File: src/rtl/obi_rr_arbiter.sv
`default_nettype none
// ============================================================================
// Module   : obi_rr_arbiter
// Purpose  : Two-requester round-robin OBI arbiter sharing one OBI master
//            port between the AXI-to-OBI bridge (index 0) and the core data
//            port (index 1). Accepted transactions are tracked in an
//            in-order ID FIFO so every response is routed to its issuer.
// Ports    : clk_i, rst_ni         clock, synchronous active-low reset
//            req_i/gnt_o           per-requester OBI handshake
//            addr_i/we_i/be_i/wdata_i   per-requester address phase
//            rvalid_o/rdata_o      per-requester response phase
//            m_*                   shared OBI master port
//            outstanding_o         number of in-flight transactions
//            err_o                 sticky: response with nothing in flight
// Revision : 1.0 - initial release
// ============================================================================
module obi_rr_arbiter #(
  parameter int AddrWidth      = 32,
  parameter int MaxOutstanding = 2
) (
  input  logic                                 clk_i,
  input  logic                                 rst_ni,
  input  logic [1:0]                           req_i,
  output logic [1:0]                           gnt_o,
  input  logic [1:0][AddrWidth-1:0]            addr_i,
  input  logic [1:0]                           we_i,
  input  logic [1:0][3:0]                      be_i,
  input  logic [1:0][31:0]                     wdata_i,
  output logic [1:0]                           rvalid_o,
  output logic [1:0][31:0]                     rdata_o,
  output logic                                 m_req_o,
  input  logic                                 m_gnt_i,
  output logic [AddrWidth-1:0]                 m_addr_o,
  output logic                                 m_we_o,
  output logic [3:0]                           m_be_o,
  output logic [31:0]                          m_wdata_o,
  input  logic                                 m_rvalid_i,
  input  logic [31:0]                          m_rdata_i,
  output logic [$clog2(MaxOutstanding+1)-1:0]  outstanding_o,
  output logic                                 err_o
);

  localparam int c_cnt_w = $clog2(MaxOutstanding + 1);
  localparam int c_ptr_w = (MaxOutstanding > 1) ? $clog2(MaxOutstanding) : 1;
  localparam logic [c_ptr_w-1:0] c_ptr_max = c_ptr_w'(MaxOutstanding - 1);
  localparam logic [c_cnt_w-1:0] c_max_cnt = c_cnt_w'(MaxOutstanding);

  logic                r_prio;
  logic                r_lock_valid;
  logic                r_lock_id;
  logic                r_fifo [MaxOutstanding];
  logic [c_ptr_w-1:0]  r_rptr;
  logic [c_ptr_w-1:0]  r_wptr;
  logic [c_cnt_w-1:0]  r_count;
  logic                r_err;

  logic                w_sel;
  logic                w_issue;
  logic                w_accept;
  logic                w_pop;
  logic                w_head;

  function automatic logic [c_ptr_w-1:0] ptr_inc(input logic [c_ptr_w-1:0] p);
    return (p == c_ptr_max) ? '0 : p + 1'b1;
  endfunction

  // Selection: a stalled request keeps its slot until granted so the
  // address phase cannot change under the slave.
  always_comb begin
    w_sel = 1'b0;
    if (r_lock_valid) begin
      w_sel = r_lock_id;
    end else begin
      unique case (req_i)
        2'b01:   w_sel = 1'b0;
        2'b10:   w_sel = 1'b1;
        2'b11:   w_sel = r_prio;
        default: w_sel = 1'b0;
      endcase
    end
  end

  // A full FIFO blocks issue even if a pop happens this cycle, which keeps
  // m_rvalid_i out of the request/grant path.
  assign w_issue  = rst_ni & req_i[w_sel] & (r_count < c_max_cnt);
  assign w_accept = w_issue & m_gnt_i;
  assign w_pop    = rst_ni & m_rvalid_i & (r_count != '0);
  assign w_head   = r_fifo[r_rptr];

  always_comb begin
    m_req_o   = w_issue;
    m_addr_o  = '0;
    m_we_o    = 1'b0;
    m_be_o    = '0;
    m_wdata_o = '0;
    gnt_o     = '0;
    rvalid_o  = '0;
    rdata_o   = '0;
    if (w_issue) begin
      m_addr_o  = addr_i[w_sel];
      m_we_o    = we_i[w_sel];
      m_be_o    = be_i[w_sel];
      m_wdata_o = wdata_i[w_sel];
    end
    if (w_accept) begin
      gnt_o[w_sel] = 1'b1;
    end
    if (w_pop) begin
      rvalid_o[w_head] = 1'b1;
      rdata_o[w_head]  = m_rdata_i;
    end
  end

  always_ff @(posedge clk_i) begin
    if (!rst_ni) begin
      r_prio       <= 1'b0;
      r_lock_valid <= 1'b0;
      r_lock_id    <= 1'b0;
      r_rptr       <= '0;
      r_wptr       <= '0;
      r_count      <= '0;
      r_err        <= 1'b0;
      for (int i = 0; i < MaxOutstanding; i++) begin
        r_fifo[i] <= 1'b0;
      end
    end else begin
      if (w_accept) begin
        r_fifo[r_wptr] <= w_sel;
        r_wptr         <= ptr_inc(r_wptr);
        r_prio         <= ~w_sel;
      end
      if (w_pop) begin
        r_rptr <= ptr_inc(r_rptr);
      end
      unique case ({w_accept, w_pop})
        2'b10:   r_count <= r_count + 1'b1;
        2'b01:   r_count <= r_count - 1'b1;
        default: r_count <= r_count;
      endcase

      if (w_accept) begin
        r_lock_valid <= 1'b0;
      end else if (w_issue) begin
        r_lock_valid <= 1'b1;
        r_lock_id    <= w_sel;
      end else if (r_lock_valid && !req_i[r_lock_id]) begin
        // Requester withdrew a stalled request; release the slot.
        r_lock_valid <= 1'b0;
      end

      if (m_rvalid_i && (r_count == '0)) begin
        r_err <= 1'b1;
      end
    end
  end

  assign outstanding_o = r_count;
  assign err_o         = r_err;

endmodule
`default_nettype wire

File: config.mk
export PLATFORM = sky130hd
export DESIGN_NAME = obi_rr_arbiter
export DESIGN_NICKNAME = d
export VERILOG_FILES = /design/src/rtl/obi_rr_arbiter.sv
export SDC_FILE = /design/constraint.sdc
export NUM_CORES = 1
export LEC_CHECK = 0
export CORE_AREA = 2 2 123 125
export DETAILED_ROUTE_END_ITERATION = 10
export DIE_AREA = 0 0 125 127
export HOLD_SLACK_MARGIN = 0.03
export SLEW_MARGIN = 30
export SYNTH_ARGS = -nofsm -noshare
export SYNTH_HDL_FRONTEND = slang
export SYNTH_SLANG_ARGS = --single-unit
File: constraint.sdc
create_clock -name clk_i -period 5.03 [get_ports clk_i]
set_clock_uncertainty 0.05 [all_clocks]
set_input_delay 0.503 -clock clk_i [delete_from_list [all_inputs] [get_ports clk_i]]
set_output_delay 0.503 -clock clk_i [all_outputs]
set_load 0.1 [all_outputs]
After elaboration in Yosys (flattened, before gate mapping)
Memory sizes are Yosys's and may differ from the RTL's. A register that Yosys moved wholly into a read port is not among the register bits.
Index checks and enable logic that the tools add are counted.
{"block": "classes", "n_reduce_logical": 12, "bitwise": 9, "n_mux": 41, "eq_ne": 4, "n_lt_le_gt_ge": 6, "add_sub_neg": 4}
{"op": "$mux 32", "count": 7}
{"op": "$and 64x64->64", "count": 1}
{"op": "$mux 64", "count": 1}
{"op": "$demux 32 s1", "count": 1}
{"op": "$mux 1", "count": 23}
{"op": "$mux 4", "count": 3}
{"op": "$eq 2x2->1 const B", "count": 3}
{"op": "$lt 1x2->1 const B", "count": 3}
{"op": "$reduce_bool 2->1", "count": 3}
{"op": "$and 1x1->1", "count": 5}
{"op": "$logic_and 1x1->1", "count": 4}
{"op": "$mux 2", "count": 2}
{"op": "$pmux 2 s2", "count": 1}
{"op": "$not 1->1", "count": 3}
{"op": "$add 1x1->1 const B", "count": 2}
{"op": "$add 2x1->2 const B", "count": 1}
{"op": "$demux 1 s1", "count": 2}
{"op": "$eq 2x1->1 const B", "count": 1}
{"op": "$ge 1x1->1 const B", "count": 2}
{"op": "$logic_not 2->1", "count": 1}
{"op": "$lt 2x2->1 const B", "count": 1}
{"op": "$pmux 1 s2", "count": 1}
{"op": "$reduce_and 2->1", "count": 1}
{"op": "$reduce_or 2->1", "count": 1}
{"op": "3 further kinds", "count": 3}
{"block": "totals", "n_memories": 1, "output_inout_bits": 141, "ff_bits": 8, "in_bits": 176, "ramBits": 2}
{"memory": "r_fifo", "words": 2, "width": 1, "rd": 1, "rd_ports_with_merged_regs": 1, "write_ports": 2, "line_no": "51", "rtl": "logic r_fifo [MaxOutstanding];"}

Longest topological paths before layout
Gate-level depths: netlist of the first run.
{"block": "logic_depth", "depth_word": 13, "depth_mapped": 9, "ltp_nobuf": 8}

Least setup slack after synthesis of the first run
OpenSTA, ideal clock, no wires.
{"block": "synth_timing", "path_type": "flip-flop to output port", "from": "register r_count[0] (netlist: outstanding_o[0])", "to": "output rvalid_o[0]", "path_stages_with_launch": 3, "path_slack_ps": 953, "arrival_ps": 3524, "cell_sequence": "dfxtp_1 -> o21ai_0 -> nor3_1"}
{"block": "synth_via", "elab_chain_cells": 3}
{"item": "from (decl)", "line_no": "54", "rtl": "logic [c_cnt_w-1:0] r_count;"}
{"item": "from (signal assigned)", "line_no": "136", "rtl": "2'b10: r_count <= r_count + 1'b1;"}
{"item": "from (signal assigned)", "line_no": "137", "rtl": "2'b01: r_count <= r_count - 1'b1;"}
{"item": "from (signal assigned)", "line_no": "138", "rtl": "default: r_count <= r_count;"}
{"item": "$reduce_bool 2->1", "line_no": "87", "rtl": "assign w_pop = rst_ni & m_rvalid_i & (r_count != '0);"}
{"item": "$and 1x1->1", "line_no": "87"}
{"item": "$mux 2", "line_no": "108", "rtl": "if (w_pop) begin"}
{"item": "to (decl)", "line_no": "29", "rtl": "output logic [1:0] rvalid_o,"}
Every way passes these cells.

Worst setup path after layout of the first run
{"block": "layout_timing", "from": "input rst_ni", "to": "output gnt_o[1]"}
{"block": "layout_via", "elab_chain_cells": 4}
{"item": "from (decl)", "line_no": "22", "rtl": "input logic rst_ni,"}
{"item": "$and 1x1->1 (2 in a row)", "line_no": "85", "rtl": "assign w_issue = rst_ni & req_i[w_sel] & (r_count < c_max_cnt);"}
{"item": "$and 1x1->1", "line_no": "86", "rtl": "assign w_accept = w_issue & m_gnt_i;"}
{"item": "$mux 2", "line_no": "105", "rtl": "if (w_accept) begin"}
{"item": "to (decl)", "line_no": "24", "rtl": "output logic [1:0] gnt_o,"}
Every way passes these cells.

==> results.cfg, run 1 <==
[status]
status = completed

[worst_setup_path]
crit_end = gnt_o[1]
reg2reg_depth = 7
critPathLaunch = rst_ni
crit_path_start_kind = input port
rrSetupSlack_ps = 2660
crit_fanout = 14
critical_path.endpoint_type = primary output
critPathKind = in -> out
r2r-start = r_lock_id
worst_ep_required_time_ps = 4480
r2r-end = outstanding_o[1]
worstPathArrival_ps = 3220

[sta]
timing.fmax_mhz = 265
setup_violations = 0
tns_ps = 0
hold_slack_ps = 439
fin_crit_ps = 3770
rsz0062_at_grt = no
worstMarginPinSlew_ps = 995
finalMaxSlewViolations = 0
period_share_pct = 74.9
hold_violations = 0
slew_headroom_pct = 33.5

[flow_run]
cap_viol_max_count = 0

[floorplan]
start_util_pct = 13.2
rows = 44
core-area_um2 = 14400
pin_count = 317
die_area_um2 = 15900
die_h_um = 127
die_w_um = 125

[pwr]
power_density_nw_per_um2 = 216
clock_power_share_pct = 13.0
internal_power_uw = 450
p_sw_uw = 649
vdd_drop_max_uv = 163
power_frac_seq_pct = 9.5
p_comb_share_pct = 77.6
swShare_pct = 59.0
p_leak_uw = 0.00214

[placement]
dpl-instance-area_um2 = 5020
gp_congestion = 0.762
dp_cells = 866
port_buffers = 316
dp_hpwl_mm = 9.71

[clock_network]
ctsResizeCount = 0
clk_pin_slew_ps = 40
cts-buffers-inserted = 3
ctsHoldBuffers = 0
clk_latency_ps = 230
cts_tree = yes
cts_setup_buffers = 0
ctsHtreeMaxLevel = 1
numClockSinks = 11
clockBufferDepth = 2
clock-root-buffer = clkbuf_16

[yosys]
ys_ff_latch = 11
ys_types = 25
synth_warnings = 0
ys_seq_area_share_pct = 11.6
syn_avg_cell_area_um2 = 4.83
syn_area_um2 = 1900
synth_nets = 570
postSynthCellCount = 393

[routing]
vias = 3596
vias_per_cell = 4.13
wl_mm = 12.1
drc_errors = 0
ant_nets = 0
wl_per_cell_um = 13.9
dr.pass1.iters = 5
detail_route.iter0.violations = 152

[global_route]
grt_max_degree = 61
gr-total-overflow = 0
grt_pass1_wl_mm = 18.2
antenna_found_initial = 0
grt_util_all_layers_pct = 13.8
first_global_vias = 3457

[finish]
finalCoreUtilization_pct = 35.4
antenna_cells = 0
fin_area_um2 = 5100
drive_above_1_share_pct = 12.8
area_growth_pct = 169
nNetsFinal = 864
instances_no_fill = 870

[min_path]
hold_path_class = reg -> reg
## worst max-delay path, stage by stage
cell	delay (ps)
clkdlybuf4s50_1	610
nor2b_1	260
o221ai_4	250
inv_2	120
nand2_1	170
nor2_1	150
clkdlybuf4s50_1	1160
## per-layer routing
layer  vias up  global-route usage, %  wire length (um)
met1      1556                   15.2              4550
met3         8                   5.32              1340
li1       1832                      -                 -
met4         0                   1.24                98
met2       200                   26.0              6130
met5         -                      0                 0
## through the flow
stage / worst slack [ps] / total power [uW]
final: 1260 / 1100
after global routing: 1070 / 1160
after CTS: 1210 / 1110
after detailed placement: 1230 / 965
after global placement: 1240 / 965
after floorplan: 953 / 696
## cell type report
type,instances,area [um2]
fill,1599,9320
sequential,11,220
multi-input combinational,347,1540
timing repair buffer,321,3020
inverter,3,11.3
tap,184,230
clock buffer,4,78.8
## Yosys cell counts
cell / number / area share [%]
xnor2_1: 1 / 0.46
a41o_1: 1 / 0.53
xor2_1: 2 / 0.92
nor3_1: 2 / 0.53
o221ai_4: 1 / 1.4
clkbuf_2: 1 / 0.26
dfxtp_1: 11 / 12
o21a_1: 1 / 0.40
nor2b_1: 2 / 0.66
buf_2: 17 / 4.5
a21oi_1: 71 / 19
nor2_1: 73 / 14
nand2b_1: 1 / 0.33
mux2i_1: 6 / 3.2
nor3b_1: 1 / 0.40
mux2_2: 2 / 1.2
ha_1: 1 / 0.66
nand2_1: 177 / 35
and3_1: 1 / 0.33
inv_2: 1 / 0.20
or3_1: 1 / 0.33
inv_1: 2 / 0.40
clkbuf_1: 14 / 2.8
o21ai_0: 2 / 0.53
o21ai_1: 1 / 0.26
## kinds of logic (layout without fill, tap and decap cells)
kind of cell / Yosys count / after routing / share of synthesized area [%]
flops: 11 / 11 / 11.6
simple gates: 258 / 258 / 52.0
buf+inv: 35 / 328 / 8.11
mux: 8 / 8 / 4.35
compound gates: 77 / 77 / 21.8
fa+ha+maj: 1 / 1 / 0.660
xor+xnor: 3 / 3 / 1.39
## worst min-delay path by stage
| stage | from | end | slack [ps] | depth (start not counted) |
|---|---|---|---|---|
| 5_1_grt | r_lock_id | r_lock_id | 460 | 2 |
| 2_1_floorplan | r_prio | r_prio | 390 | 2 |
| 3_3_place_gp | err_o | err_o | 420 | 2 |
| 4_1_cts | r_fifo[0] | r_fifo[0] | 450 | 2 |
| 6_report | err_o | err_o | 440 | 2 |
| 3_5_place_dp | r_prio | r_prio | 440 | 2 |
## cells in the final DEF (no fill, tap or decap)
master           synthesis  final
mux2i_1                  6      5
nor2_2                   0      1
dfxtp_1                 11     11
nand2_1                177    177
and3_1                   1      1
inv_1                    2      2
xor2_1                   2      2
a41o_1                   1      1
clkbuf_16                0      3
nor2b_1                  2      2
or3_1                    1      1
xnor2_1                  1      1
nor3b_1                  1      1
inv_2                    1      1
o221ai_4                 1      1
buf_4                    0     77
nor3_1                   2      2
o21ai_0                  2      2
clkdlybuf4s50_1          0    244
clkbuf_1                14      1
a21oi_1                 71     71
nor2_1                  73     72
mux2i_2                  0      1
o21a_2                   0      1
mux2_2                   2      2
ha_1                     1      1
nand2b_1                 1      1
o21ai_4                  0      1
## registers in the layout, summed over array words and instances, names as in the netlist, named ones only
register and count:
r_lock_id 1, outstanding_o 2, r_fifo 2, r_lock_valid 1
r_wptr 1, err_o 1, r_rptr 1, r_prio 1
## power by group through the flow
stage | sequential [uW] | clock [uW] | combinational, uW
final | 104 | 142 | 853
after global placement | 106 | 0 | 860
after floorplan | 122 | 0 | 573
after detailed placement | 106 | 0 | 859
after CTS | 104 | 146 | 861
after global routing | 106 | 151 | 898
Note: power is estimated with default switching activity, not from simulation.
==> inputs of run 2 (changes only) <==
- CORE_AREA: 2 2 123 125 -> 2 2 125 127
- DIE_AREA: 0 0 125 127 -> 0 0 127 129
- clock period: 5.03 -> 3.7 ns (I/O delays scaled with it)
==> results.cfg, run 2 (same netlist as run 1, synthesis figures left out) <==
[status]
status = completed

[worst_setup_path]
critPathBufInv = 3
critical_path.endpoint_type = primary output
cp_top_family = buffers and inverters
worstPathArrival_ps = 2500
critPathKind = in -> out
r2r-end = outstanding_o[1]
rrSetupSlack_ps = 1560
crit_fanout = 45
cpMaxStageDelayCell = clkdlybuf4s50_1
r2r-start = r_lock_id
crit_path_start_kind = input port
cp_cell_sequence = clkdlybuf4s50_1 > nor2b_1 > o21a_2 > buf_4 > nand2_1 > a21oi_1 > buf_12
reg2reg_depth = 7
worst_ep_required_time_ps = 3280
max_stage_delay_ps = 530

[pwr]
vdd_drop_max_uv = 163
p_leak_uw = 0.00250
internal_power_uw = 755
power_frac_seq_pct = 8.4
swShare_pct = 55.0
p_comb_share_pct = 79.9
p_sw_uw = 923
clock_power_share_pct = 11.7
power_density_nw_per_um2 = 290

[min_path]
hold_path_class = reg -> reg
hold_path_end = r_prio
min-delay-start = r_prio
min_path_cells = 2

[sta]
period_share_pct = 78.9
worstMarginPinSlew_ps = 986
finalMaxSlewViolations = 0
timing.fmax_mhz = 343
rsz0062_at_grt = no
slew_headroom_pct = 34.1
tns_ps = 0
hold_violations = 0
fin_crit_ps = 2920
hold_slack_ps = 429
setup_violations = 0

[routing]
detail_route.iter0.violations = 126
highest_layer = met4
vias = 3601
wl_met1_mm = 5.28
wl_per_cell_um = 14.8
dr_wl_met2_mm = 6.52
wl_met3_mm = 1.17
wl_mm = 13.0
dr.pass1.iters = 4
vias_per_cell = 4.10
drc_errors = 0
ant_nets = 0

[flow_run]
cap_viol_max_count = 0

[global_route]
grt_pass1_wl_mm = 18.5
grt_util_all_layers_pct = 14.2
gr-total-overflow = 0
antenna_found_initial = 1
grt_max_degree = 47
first_global_vias = 3399

[clock_network]
cts_setup_buffers = 0
clock-root-buffer = clkbuf_16
clk_latency_ps = 240
ctsHtreeMaxLevel = 1
ctsHoldBuffers = 0
numClockSinks = 11
cts-buffers-inserted = 3
cts_tree = yes
clk_pin_slew_ps = 40
ctsResizeCount = 0
clockBufferDepth = 2

[floorplan]
rows = 45
die_w_um = 127
die_area_um2 = 16400
core-area_um2 = 15000
start_util_pct = 12.7
pin_count = 317
die_h_um = 129

[finish]
final_common_cell = clkdlybuf4s50_1
final_cell_mix = 178 x clkdlybuf4s50_1, 177 x nand2_1, 80 x buf_4
area_growth_pct = 205
drive_above_1_share_pct = 22.8
fillers = 1586
instances_no_fill = 878
nNetsFinal = 867

[placement]
dp_hpwl_mm = 10.5
port_buffers = 316
gp_congestion = 0.724
dp_cells = 873
[run 2: routing by layer]
metal  global-route usage, %  vias up
met4                    1.23        0
met1                    17.1     1547
met2                    26.1      209
met3                    3.87        4
met5                       0        -
li1                        -     1841
[run 2: cell type report]
class | instances | area, um2 | area share [%]
Inverter | 3 | 11.3 | 0.194
Sequential cell | 11 | 220 | 3.80
Multi-Input combinational cell | 347 | 1540 | 26.6
Tap cell | 188 | 235 | 4.06
Timing Repair Buffer | 324 | 3700 | 63.9
Antenna cell | 1 | 2.50 | 0.0432
Clock buffer | 4 | 78.8 | 1.36
[run 2: power groups by stage]
stage	sequential [uW]	clock [uW]	combinational (uW)
after floorplan	166	0	780
after CTS	142	199	1350
after detailed placement	143	0	1350
final	142	195	1340
after global placement	143	0	1350
after global routing	144	206	1400
[run 2: per-stage QoR]
stage / total power, uW / cell area (um2) / util, % / worst slack [ps]
global route: 1750 / 5790 / 38.7 / 630
global placement: 1490 / 5710 / 38.1 / 780
CTS: 1690 / 5790 / 38.7 / 738
finish: 1680 / 5790 / 38.7 / 782
floorplan: 946 / 1900 / - / -244
detailed placement: 1490 / 5710 / 38.1 / 752
[run 2: how the worst max path moves through the flow]
stage                     start  cells after the start            end  slack (ps)
4_1_cts                req_i[0]                      7  m_wdata_o[16]         740
3_3_place_gp           req_i[0]                      7  m_wdata_o[17]         780
6_report               req_i[0]                      7  m_wdata_o[16]         780
3_5_place_dp           req_i[0]                      7  m_wdata_o[16]         750
2_1_floorplan  outstanding_o[0]                      2    rvalid_o[0]        -240
5_1_grt                req_i[0]                      7  m_wdata_o[16]         630
[run 2: worst min-delay path, delay by kind of cell, from the launching register on]
kind | cells | cell delay (ps)
flip-flops | 1 | 310
multiplexers | 1 | 60
AND/OR/NAND/NOR | 1 | 60
